File: src/rtl/car_pkg.sv
// Shared types for the car warning controller.
// Warning code encodings, FSM states and priority helper.
package car_pkg;

  typedef enum logic [1:0] {
    WARN_NONE  = 2'd0,
    WARN_BELT  = 2'd1,
    WARN_DOOR  = 2'd2,
    WARN_LIGHT = 2'd3
  } warn_code_t;

  typedef enum logic [1:0] {
    IDLE  = 2'd0,
    WARN  = 2'd1,
    MUTED = 2'd2
  } state_t;

  // Rank of a warning: door beats belt beats lights.
  function automatic logic [1:0] prio(warn_code_t c);
    logic [1:0] r;
    r = 2'd0;
    case (c)
      WARN_DOOR:  r = 2'd3;
      WARN_BELT:  r = 2'd2;
      WARN_LIGHT: r = 2'd1;
      default:    r = 2'd0;
    endcase
    return r;
  endfunction

endpackage

File: src/rtl/input_debounce.sv
// One-bit sensor debouncer.
// Filtered value follows raw after DEB_CYC stable samples.
module input_debounce #(
  parameter int DEB_CYC = 16
) (
  input  logic clk,
  input  logic rst,
  input  logic raw,
  output logic filt
);

  localparam int CW = $clog2(DEB_CYC + 1);
  localparam logic [CW-1:0] LAST = CW'(DEB_CYC - 1);

  logic          smp;
  logic [CW-1:0] cnt;

  // Sample raw, count consecutive disagreeing samples, adopt on the last.
  always_ff @(posedge clk) begin
    if (rst) begin
      smp  <= 1'b0;
      cnt  <= '0;
      filt <= 1'b0;
    end else begin
      smp <= raw;
      if (smp == filt) begin
        cnt <= '0;
      end else if (cnt == LAST) begin
        filt <= smp;
        cnt  <= '0;
      end else begin
        cnt <= cnt + 1'b1;
      end
    end
  end

endmodule

File: src/rtl/car_warning_ctrl.sv
// Clocked car warning controller: debounce, belt grace,
// prioritised warnings, blinking lamp and mutable buzzer.
module car_warning_ctrl
  import car_pkg::*;
#(
  parameter int N_DOORS    = 4,
  parameter int DEB_CYC    = 16,
  parameter int GRACE_CYC  = 1000,
  parameter int BLINK_HALF = 250,
  parameter int MUTE_CYC   = 5000
) (
  input  logic               clk,
  input  logic               rst,
  input  logic [N_DOORS-1:0] door,
  input  logic               headlight,
  input  logic               engine,
  input  logic               seatbelt,
  input  logic               brake,
  input  logic               ack,
  output logic               lamp,
  output logic               buzzer,
  output logic [1:0]         warn_code
);

  localparam int NI = N_DOORS + 4;
  localparam int GW = $clog2(GRACE_CYC + 1);
  localparam int BW = $clog2(BLINK_HALF + 1);
  localparam int MW = $clog2(MUTE_CYC + 1);
  localparam logic [GW-1:0] GRACE_MAX  = GW'(GRACE_CYC);
  localparam logic [BW-1:0] BLINK_LAST = BW'(BLINK_HALF - 1);
  localparam logic [MW-1:0] MUTE_MAX   = MW'(MUTE_CYC);

  logic [NI-1:0] raw_v;
  logic [NI-1:0] filt_v;

  assign raw_v = {brake, seatbelt, engine, headlight, door};

  for (genvar i = 0; i < NI; i++) begin : g_deb
    input_debounce #(.DEB_CYC(DEB_CYC)) u_deb (
      .clk  (clk),
      .rst  (rst),
      .raw  (raw_v[i]),
      .filt (filt_v[i])
    );
  end

  logic [N_DOORS-1:0] door_f;
  logic hl_f, en_f, sb_f, br_f;

  assign door_f = filt_v[N_DOORS-1:0];
  assign hl_f   = filt_v[N_DOORS];
  assign en_f   = filt_v[N_DOORS+1];
  assign sb_f   = filt_v[N_DOORS+2];
  assign br_f   = filt_v[N_DOORS+3];

  logic [GW-1:0] grace;
  logic          expired;
  logic          c_door, c_belt, c_light, any_c;
  warn_code_t    cur_code;

  assign expired = (grace == GRACE_MAX);
  assign c_door  = en_f & (|door_f) & ~br_f;
  assign c_belt  = en_f & ~sb_f & expired;
  assign c_light = ~en_f & hl_f & (|door_f);
  assign any_c   = c_door | c_belt | c_light;

  // Highest-priority active condition.
  always_comb begin
    cur_code = WARN_NONE;
    priority case (1'b1)
      c_door:  cur_code = WARN_DOOR;
      c_belt:  cur_code = WARN_BELT;
      c_light: cur_code = WARN_LIGHT;
      default: cur_code = WARN_NONE;
    endcase
  end

  // Belt grace timer: saturates while belt is open with engine on.
  always_ff @(posedge clk) begin
    if (rst) begin
      grace <= '0;
    end else if (!en_f || sb_f) begin
      grace <= '0;
    end else if (!expired) begin
      grace <= grace + 1'b1;
    end
  end

  state_t        state;
  warn_code_t    muted_code;
  logic [BW-1:0] blink;
  logic          phase;
  logic [MW-1:0] mute_cnt;

  // FSM, blink/mute timers and registered outputs.
  // Entering WARN from IDLE starts in the lamp-on phase.
  always_ff @(posedge clk) begin
    if (rst) begin
      state      <= IDLE;
      muted_code <= WARN_NONE;
      blink      <= '0;
      phase      <= 1'b0;
      mute_cnt   <= '0;
      lamp       <= 1'b0;
      buzzer     <= 1'b0;
      warn_code  <= WARN_NONE;
    end else begin
      lamp      <= (state != IDLE) && any_c && phase;
      buzzer    <= (state == WARN) && any_c &&
                   ((cur_code == WARN_LIGHT) || phase);
      warn_code <= (state == IDLE) ? WARN_NONE : cur_code;

      if (state != IDLE) begin
        if (blink == BLINK_LAST) begin
          blink <= '0;
          phase <= ~phase;
        end else begin
          blink <= blink + 1'b1;
        end
      end

      case (state)
        IDLE: begin
          blink <= '0;
          phase <= 1'b0;
          if (any_c) begin
            state <= WARN;
            phase <= 1'b1;
          end
        end
        WARN: begin
          if (!any_c) begin
            state <= IDLE;
            blink <= '0;
            phase <= 1'b0;
          end else if (ack) begin
            state      <= MUTED;
            mute_cnt   <= '0;
            muted_code <= cur_code;
          end
        end
        MUTED: begin
          if (!any_c) begin
            state <= IDLE;
            blink <= '0;
            phase <= 1'b0;
          end else if (mute_cnt == MUTE_MAX ||
                       prio(cur_code) > prio(muted_code)) begin
            state <= WARN;
          end else begin
            mute_cnt <= mute_cnt + 1'b1;
          end
        end
        default: state <= IDLE;
      endcase
    end
  end

endmodule

File: config.mk
export PLATFORM = sky130hd
export DESIGN_NAME = car_warning_ctrl
export DESIGN_NICKNAME = d
export VERILOG_FILES = /design/src/rtl/car_pkg.sv /design/src/rtl/input_debounce.sv /design/src/rtl/car_warning_ctrl.sv
export SDC_FILE = /design/constraint.sdc
export NUM_CORES = 1
export LEC_CHECK = 0
export ABC_AREA = 1
export BUFFER_PORTS_ARGS = -buffer_cell sky130_fd_sc_hd__buf_2
export CAP_MARGIN = 25
export CORE_ASPECT_RATIO = 0.7
export CORE_MARGIN = 5
export CORE_UTILIZATION = 56
export CTS_CLUSTER_DIAMETER = 30
export DETAILED_ROUTE_END_ITERATION = 16
export PLACE_DENSITY = 0.88
export SLEW_MARGIN = 20
export SYNTH_ARGS = -nofsm -noshare
export SYNTH_HDL_FRONTEND = slang
export SYNTH_SLANG_ARGS = --single-unit
File: constraint.sdc
create_clock -name clk -period 2.1 [get_ports clk]
set_input_delay 0.42 -clock clk [delete_from_list [all_inputs] [get_ports clk]]
set_output_delay 0.42 -clock clk [all_outputs]
set_load 0.005 [all_outputs]
==> impl_results.md, run 1 <==
- Fin area: 5240 sq um
- Worst rel slew slack: 70.9%
- Inserted Clock Buffers: 9
- Post-synthesis cell type count: 33
- Max-cap violations: 0
- Global-route wire length before repair: 15.1 mm
- Worst R2R End: mute_cnt[6]
- Worst vdd ir: 0.673 mV
- Vias in the first global route: 3604
- Post-Syn Nets: 652
- Crit path arrival time: 2330 ps
- Clock root buffer: clkbuf_16
- Setup-failing EPs final: 0
- Die height: 85.7 um
- DR DRC count: 0
- Die X: 118 um
- Routed wire length: 9.20 mm
- Syn avg cell area: 7.51 sq um
- Share of cells above drive strength 1: 12.4%
- Element type at the critical path start: register
- Worst-Skew Late Latency: 340 ps
- CP peak stage delay: 320 ps
- Post-route ant nets: 0
- Synthesized flop and latch total: 96
- Placed Instance Area: 4800 sq um
- P per Cell Area: 697 nW/um^2
- Placed cell count: 727
- Period Utilization, post-route: 98.0%
- Crit-path max FO: 6
- Top cell by count, worst path: nand2_2
- Hold Crit Start: brake
- Drt pass-1 iters: 5
- Worst Hold Path EP: g_deb[7].u_deb.smp
- Leakage dissipation: 1.98 nW
- Fmax: 486 MHz
- Worst-path cell chain: inv_2 -> ha_4 -> nand2_4 -> nor2_4 -> nand4_4 -> nand2_2 -> ha_4 -> nand2_2 -> nand2_2 -> a21oi_2 -> nand2_2 -> nand2_4 -> clkbuf_16 -> nand3_1 -> a21oi_1
- Clk sink count: 96
- Initial antenna violation count: 0
- Hold_buf cts: 0
- WHS Path Cells: 3
- Initial Utilization: 57.9%
- Status: complete, no violations
- HP Class: input pin to register
- Critical Path Sink Type: register
- Fin cells: 746
- HPWL after DPL: 6.57 mm
- Period minus WS final: 2060 ps
- Pin count of the biggest net entering global routing: 22
- Syn Inst Count: 610
- Dpl ws: -34.1 ps
- Slowest CP cell: dfxtp_2
- Worst slew pin tran: 435 ps
- Layout area overhead: 14.3%
- Final worst setup slack: 41.3 ps
- Reg2reg setup slack: 40 ps
- Vias per cell: 5.29
- Routed vias: 3947
- Antenna diode count: 0
- CTS Buffer Depth: 2
- Worst Reg-to-Reg Cells: 15
- Die area: 10100 sq um
- Rows: 27
- Final Hold Viols: 0
- Depth of the CTS H-tree: 3
- CP Class: register to register
- RSZ-0062 raised after global routing: true
- PortBufs: 14
- Total GRT Usage: 17.9%
- Skew final: 6.09 ps
- DR WL/cell: 12.3 um
- I/O pin cnt: 15
- NumNets Final: 682
- Remaining global-route overflow: 0
- WP data required: 2370 ps
- Critical R2R Launch: grace[1]
- Final slew viol count: 0
- Worst-path clk slew: 70 ps
- Placer Congestion: 0.864
- Post-synthesis sequential area ratio: 42.0%
- Drt initial violations: 251
- Yosys warns: 0
- Synthesized cell area: 4580 sq um
- CTS tree: built
- Core region area: 7910 sq um
## final cells by class
| type | instances | area, sq um |
|---|---|---|
| Fill cell | 621 | 2670 |
| Multi-Input combinational cell | 416 | 2340 |
| Sequential cell | 96 | 1930 |
| Inverter | 89 | 334 |
| Clock buffer | 11 | 253 |
| Timing Repair Buffer | 28 | 205 |
| Tap cell | 101 | 126 |
| Clock inverter | 5 | 55.1 |
## worst max-delay path by stage
stage / startpoint / to / slack (ps) / cells after the start
6_report: grace[1] / mute_cnt[6] / 40 / 15
5_1_grt: grace[0] / mute_cnt[6] / -120 / 15
4_1_cts: grace[1] / mute_cnt[4] / 3 / 15
3_5_place_dp: grace[1] / mute_cnt[1] / -30 / 16
3_3_place_gp: grace[0] / mute_cnt[1] / 80 / 16
2_1_floorplan: grace[0] / mute_cnt[3] / 30 / 16
## synthesized netlist by cell type
cell type / n / area [sq um]
a211oi_1: 1 / 7.51
a21oi_1: 43 / 215
a21oi_4: 1 / 16.3
and2_1: 1 / 6.26
buf_2: 2 / 10.0
buf_6: 4 / 45.0
clkbuf_1: 2 / 7.51
clkbuf_8: 1 / 13.8
dfxtp_1: 96 / 1920
ha_1: 31 / 388
inv_1: 87 / 327
inv_2: 2 / 7.51
nand2_1: 104 / 390
nand2_2: 4 / 25.0
nand2_4: 2 / 22.5
nand3_1: 38 / 190
nand3b_1: 1 / 7.51
nand4_1: 10 / 62.6
nand4_4: 1 / 21.3
nor2_1: 113 / 424
nor2_2: 2 / 12.5
nor2_4: 2 / 22.5
nor3_1: 9 / 45.0
nor3b_1: 11 / 82.6
nor3b_2: 2 / 25.0
o211ai_1: 8 / 60.1
o21a_1: 1 / 7.51
o21ai_0: 13 / 65.1
o21ai_4: 1 / 16.3
o21bai_1: 9 / 67.6
or2_0: 1 / 6.26
xnor2_1: 3 / 26.3
xor2_1: 4 / 35.0
## repair_timing
item	in CTS	in global routing
buffers inserted	0	2
gates cloned	0	1
pin swaps	4	19
resized for setup	1	23
endpoints found under the setup margin	13	15
## metal layers
metal  share of wire, %  routed length (um)  vias to the layer above  global-route usage (%)
met3                4.9                 454                       14                    4.94
met1                 44                4010                     1832                    20.5
li1                   -                   -                     2002                       -
met2                 50                4560                       99                    31.5
met4                1.9                 179                        0                    7.92
met5                  0                   0                        -                       0
## report_power, final
part	switching, W	internal (W)	leakage (nW)	total, W
Sequential	0.0000136	0.00184	0.778	0.00185
Combinational	0.0000800	0.0000503	1.06	0.000130
Clock	0.000684	0.000983	0.148	0.00167
Total	0.000778	0.00287	1.98	0.00365
## stage by stage
stage                     util (%)  total power [W]  setup TNS [ps]  hold slack [ps]
after floorplan                  -          0.00197               0              418
after global placement        60.7          0.00200               0              425
after detailed placement      60.7          0.00201            -183              434
after CTS                     64.6          0.00367               0              275
after global routing          66.2          0.00378            -629              282
final                         66.2          0.00365               0              284
## placed cells by master (no fill, tap or decap), types with 8 or more instances in the layout
cell / synthesis / layout
o21bai_1: 9 / 9
dfxtp_1: 96 / 93
o211ai_1: 8 / 8
o21ai_0: 13 / 13
nand4_1: 10 / 10
a21oi_1: 43 / 40
inv_1: 87 / 85
nand2_1: 104 / 99
nor2_1: 113 / 112
nand3_1: 38 / 35
ha_1: 31 / 29
buf_4: 0 / 12
nor3_1: 9 / 9
nor3b_1: 11 / 11
clkbuf_16: 0 / 10
buf_2: 2 / 14
## critical path, delay by kind of cell, from the launching register on
family                   cells  cell delay, ps
AND/OR/NAND/NOR              9             820
adder cells (fa/ha/maj)      2             340
flip-flops                   1             320
AO/OA/AOI/OAI                2             290
buffers and inverters        2             230
## sequential cells by signal, summed over array words and instances, names as in the netlist
name and flops:
g_deb.u_deb.cnt 40, lamp 1, g_deb.u_deb.smp 8, grace 10, mute_cnt 13, phase 1, blink 8, muted_code 2
g_deb.u_deb.filt 8, state 2, buzzer 1, warn_code 2
## logic make-up (layout without fill, tap and decap cells)
group                      count (synthesis)  count (layout)  synth area share [%]
AOI/OAI and AO/OA                         77              77                  9.94
DFF                                       96              96                  42.0
xor gates and xnor gates                   7               7                  1.34
and+or+nand+nor                          301             301                  29.3
adders and majority gates                 31              31                  8.47
buffers and inverters                     98             133                  8.96
Power figures use the tool's default switching activity.
==> run 2, diff against run 1 <==
CORE_UTILIZATION = 58   (was 56)
CTS_BUF_LIST = sky130_fd_sc_hd__clkbuf_4   (was not set)
GPL_TIMING_DRIVEN = 0   (was not set)
PLACE_DENSITY = 0.9   (was 0.88)
==> impl_results.md, run 2 (same netlist as run 1, synthesis figures left out) <==
- HP Class: input pin to register
- Vias in the first global route: 3881
- Depth of the CTS H-tree: 3
- DR DRC count: 0
- Die X: 116 um
- Period Utilization, post-route: 101%
- Worst-Skew Late Latency: 460 ps
- CTS tree: built
- Initial antenna violation count: 0
- Worst slew pin tran: 559 ps
- Clk sink count: 96
- Worst Reg-to-Reg Cells: 16
- CP peak stage delay: 350 ps
- Fmax: 471 MHz
- P per Cell Area: 588 nW/um^2
- Element type at the critical path start: register
- Worst rel slew slack: 62.7%
- Final worst setup slack: -23.7 ps
- Clock root buffer: clkbuf_4
- Violated checks: negative setup slack
- Worst-path clk slew: 140 ps
- Routed wire length: 9.67 mm
- Total GRT Usage: 20.4%
- Placed cell count: 725
- Core region area: 7770 sq um
- Largest Register: g_deb.u_deb.cnt
- Worst-path cell chain: inv_2 -> ha_4 -> nand2_2 -> nor2_4 -> nand4_4 -> nand2_2 -> ha_4 -> nand2_2 -> nand2_2 -> a21oi_2 -> nand2_2 -> nand2_4 -> nand2_4 -> buf_6 -> nand2_1 -> a21oi_1
- Hold_buf cts: 0
- Layout area overhead: 11.9%
- Routed vias: 3994
- Global-route wire length before repair: 16.4 mm
- Most frequent cells in the layout: 112 x nor2_1, 94 x dfxtp_1, 91 x nand2_1
- HPWL after DPL: 6.56 mm
- RSZ-0062 raised after global routing: true
- Slowest CP cell: dfxtp_2
- Biggest regs: g_deb.u_deb.cnt: 40 flops, mute_cnt: 13 flops, grace: 10 flops
- Dpl ws: -226 ps
- Skew final: 9.04 ps
- Crit path arrival time: 2460 ps
- Placed Instance Area: 4780 sq um
- Worst Hold Path EP: g_deb[1].u_deb.smp
- Leading cell type in the layout, fill and taps excluded: nor2_1
- Top cell by count, worst path: nand2_2
- Hold Crit Start: door[1]
- Fin area: 5130 sq um
- Critical R2R Launch: grace[1]
- Drt pass-1 iters: 5
- CP Class: register to register
- Final Hold Viols: 0
- Critical Path Sink Type: register
- CP delay by family, top: simple AND/OR/NAND/NOR gates
- Rows: 27
- Antenna diode count: 0
- Status: finished with violations
- I/O pin cnt: 15
- Fin cells: 752
- Buf+Inv Stages, Crit Path: 2
- WHS Path Cells: 3
- Crit-path max FO: 6
- Remaining global-route overflow: 0
- Die height: 84.4 um
- Leakage dissipation: 1.94 nW
- CTS Buffer Depth: 2
- Placer Congestion: 0.951
- Inserted Clock Buffers: 9
- Initial Utilization: 59.0%
- Period minus WS final: 2120 ps
- Share of cells above drive strength 1: 14.0%
- Worst R2R End: mute_cnt[3]
- Number of flip-flops in the largest register: 40
- Die area: 9800 sq um
- WP data required: 2440 ps
- Drt initial violations: 277
- Vias per cell: 5.31
- Max-cap violations: 0
- PortBufs: 14
- Pin count of the biggest net entering global routing: 17
- Setup-failing EPs final: 8
- Post-route setup TNS: -136 ps
- Final slew viol count: 0
- Hold_ws: 143 ps
- DR WL/cell: 12.9 um
- Post-route ant nets: 0
- Reg2reg setup slack: -20 ps
- NumNets Final: 688
- Worst vdd ir: 0.561 mV
[run 2: cell count changes in the layout (fill, tap and decap cells not counted), sizes merged]
cell and change:
buf +4, clkinvlp -1, clkbuf +2, inv +1
[run 2: worst max-delay path by stage]
stage               startpoint      endpoint  cells after the start
floorplan             grace[0]   mute_cnt[3]                     16
global placement      grace[0]   mute_cnt[2]                     16
detailed placement    grace[0]   mute_cnt[6]                     16
CTS                   grace[1]   mute_cnt[6]                     16
global route          grace[0]  mute_cnt[12]                     15
finish                grace[1]   mute_cnt[3]                     16
[run 2: tightest hold or removal path: cells and delay by family]
kind          cells  cell delay [ps]
simple gates      1               30
buf+inv           2              140
[run 2: repair_timing]
action / in CTS / in global routing
pin swaps: 6 / 10
gates cloned: 2 / 0
setup buffers: 7 / 2
setup endpoints to repair: 15 / 15
resized for setup: 15 / 20
[run 2: cell type report]
type / instances / area, sq um
Multi-Input combinational cell: 416 / 2350
Clock inverter: 5 / 66.3
Clock buffer: 11 / 82.6
Tap cell: 101 / 126
Timing Repair Buffer: 25 / 164
Buffer: 9 / 76.3
Inverter: 89 / 334
Sequential cell: 96 / 1920
Fill cell: 619 / 2640
[run 2: through the flow]
step | utilization, % | total power, W
detailed placement | 61.5 | 0.00201
global placement | 61.5 | 0.00200
global route | 66.0 | 0.00314
floorplan | - | 0.00197
finish | 66.0 | 0.00302
CTS | 64.9 | 0.00303
[run 2: power breakdown]
| part | internal [W] | switching [W] | leakage [nW] |
|---|---|---|---|
| clock | 0.000402 | 0.000630 | 0.0792 |
| combinational | 0.0000486 | 0.0000820 | 1.08 |
| sequential | 0.00184 | 0.0000133 | 0.777 |
| total | 0.00229 | 0.000726 | 1.94 |
[run 2: metal layers]
layer	track usage [%]	wire (um)	part of all wire (%)	up-vias
met5	0	0	0	-
met4	6.85	211	2.2	0
met3	7.35	569	5.9	25
met2	34.4	4800	50	119
met1	23.9	4090	42	1824
li1	-	-	-	2026
==> run 3, diff against run 2 <==
ABC_AREA = not set   (was 1)
==> impl_results.md, run 3 <==
- Fin area: 5040 sq um
- Clk sink count: 96
- DR DRC count: 0
- Post-synthesis cell type count: 56
- HPWL after DPL: 5.81 mm
- Fin util: 69.5%
- CP peak stage delay: 420 ps
- Worst vdd ir: 0.468 mV
- Worst-Skew Late Latency: 470 ps
- Synth top area cells: dfxtp_1 45%, ha_1 9.0%, nor2_1 7.2%
- Status: finished with violations
- Final worst setup slack: -730 ps
- Buf+Inv Stages, Crit Path: 2
- Syn Inst Count: 462
- Synthesized flop and latch total: 96
- Reg2reg setup slack: -730 ps
- DR WL/cell: 14.5 um
- Post-route ant nets: 0
- Area leader, netlist: dfxtp_1
- Period Utilization, post-route: 135%
- Die area: 9270 sq um
- Worst rel slew slack: 62.2%
- Global-route wire length before repair: 14.5 mm
- Biggest regs: g_deb.u_deb.cnt: 40 flops, mute_cnt: 13 flops, grace: 10 flops
- Synth Flop Type: dfxtp_1
- # fillers: 499
- Worst-path clk slew: 150 ps
- Clock root buffer: clkbuf_4
- Initial antenna violation count: 1
- Element type at the critical path start: register
- Drt initial violations: 275
- CTS tree: built
- Cell with the most instances after synthesis: dfxtp_1
- Hold_buf cts: 0
- Period minus WS final: 2830 ps
- Crit path arrival time: 3230 ps
- Number of synthesized flops with an enable pin: 0
- Die height: 82.1 um
- I/O pin cnt: 15
- Crit-path max FO: 6
- PortBufs: 14
- Most frequent cells in the layout: 93 x dfxtp_1, 82 x nor2_1, 29 x ha_1
- Leakage dissipation: 1.88 nW
- Final Hold Viols: 0
- HP Class: input pin to register
- Placer Congestion: 0.852
- Routed vias: 3345
- Syn avg cell area: 9.31 sq um
- Drt pass-1 iters: 5
- Async S/R FF share, synth: 0%
- Initial Utilization: 59.3%
- CP delay by family, top: simple AND/OR/NAND/NOR gates
- Multi-input logic area: 2400 sq um
- CTS Buffer Depth: 2
- Die X: 113 um
- Yosys warns: 0
- Worst-path cell chain: inv_4 -> ha_4 -> and4bb_2 -> nand3_4 -> nor2_2 -> o21a_1 -> ha_4 -> nor2b_4 -> o31ai_4 -> a22oi_2 -> clkbuf_8 -> or4_4 -> a21oi_2
- P per Cell Area: 599 nW/um^2
- Setup-failing EPs final: 15
- Inserted Clock Buffers: 9
- Remaining global-route overflow: 0
- NumNets Final: 544
- Post-synth top area share: 44.7%
- Violated checks: negative setup slack
- Layout area overhead: 17.2%
- Slowest CP cell: or4_4
- Core region area: 7250 sq um
- Pin count of the biggest net entering global routing: 17
- Max-cap violations: 0
- Vias per cell: 5.51
- Share of cells above drive strength 1: 19.1%
- Post-synthesis sequential area ratio: 44.7%
- Synthesized cell area: 4300 sq um
- Post-synth top cells: 96 x dfxtp_1, 83 x nor2_1, 31 x ha_1, 30 x inv_1, 24 x xnor2_1
- Top cell by count, worst path: ha_4
- Rows: 26
- Fmax: 353 MHz
- Leading cell type in the layout, fill and taps excluded: dfxtp_1
- Routed wire length: 8.80 mm
- CP Class: register to register
- Depth of the CTS H-tree: 3
- Vias in the first global route: 3232
- Largest Register: g_deb.u_deb.cnt
- Sequential cell area: 1930 sq um
- Post-Syn Nets: 504
- Worst slew pin tran: 567 ps
- Final slew viol count: 0
- WP data required: 2500 ps
- Critical Path Sink Type: register
- Final Power: 0.00302 W
- Skew final: 12.2 ps
- RSZ-0062 raised after global routing: true
- Number of flip-flops in the largest register: 40
- Placed Instance Area: 4530 sq um
- Total GRT Usage: 19.6%
- Post-route setup TNS: -9590 ps
[run 3: changes by cell type in the layout (fill, tap and decap cells not counted), moves of 12 or more]
cell and change:
a21oi_1 -24, inv_1 -57, mux2i_1 +12, nand2_1 -78, nand2_2 -13, nand3_1 -15
nor2_1 -30, xnor2_1 +21
[run 3: cells by family after synthesis]
| kind of cell | synth area share [%] |
|---|---|
| flops | 44.7 |
| xor+xnor | 7.74 |
| fa+ha+maj | 9.02 |
| simple gates | 23.4 |
| compound gates | 7.50 |
| buf+inv | 4.86 |
| mux | 2.79 |
[run 3: worst paths after layout]
check,start,endpoint,cells past startpoint
max,grace[0],mute_cnt[2],13
min,seatbelt,g_deb[6].u_deb.smp,2
max reg2reg,grace[0],mute_cnt[2],13
min reg2reg,g_deb[5].u_deb.cnt[0],g_deb[5].u_deb.cnt[0],1
[run 3: layout make-up]
class	count	area share, %
multi-input combinational	324	47.6
tap	98	2.43
inverter	31	2.41
sequential	96	38.2
clock inverter	7	1.89
antenna	2	0.0993
clock buffer	9	1.34
buffer	11	2.01
timing repair buffer	29	3.97
[run 3: repair_timing]
action / in CTS / in global routing
pin swaps: 7 / 13
gates resized for setup: 25 / 16
cloned: 2 / 0
setup buffers: 11 / 3
endpoints found under the setup margin: 15 / 15
[run 3: stage by stage]
| step | std cells | worst slack [ps] | hold WS [ps] |
|---|---|---|---|
| after floorplan | 462 | -543 | 418 |
| after global placement | 574 | -729 | 428 |
| after detailed placement | 574 | -784 | 439 |
| after CTS | 603 | -591 | 153 |
| after global routing | 607 | -820 | 137 |
| final | 607 | -730 | 160 |
[run 3: report_power, final]
group / total, W / switching [W] / internal [W]
sequential: 0.00185 / 0.0000121 / 0.00184
combinational: 0.0000701 / 0.0000416 / 0.0000285
clock: 0.00110 / 0.000616 / 0.000484
[run 3: routing by layer]
layer,global-route usage [%],vias to the layer above,wire length (um),part of all wire (%)
li1,-,1655,-,-
met1,23.1,1563,3910,44
met2,33.6,100,4140,47
met5,0,-,0,0
met4,8.04,0,240,2.7
met3,5.96,27,512,5.8
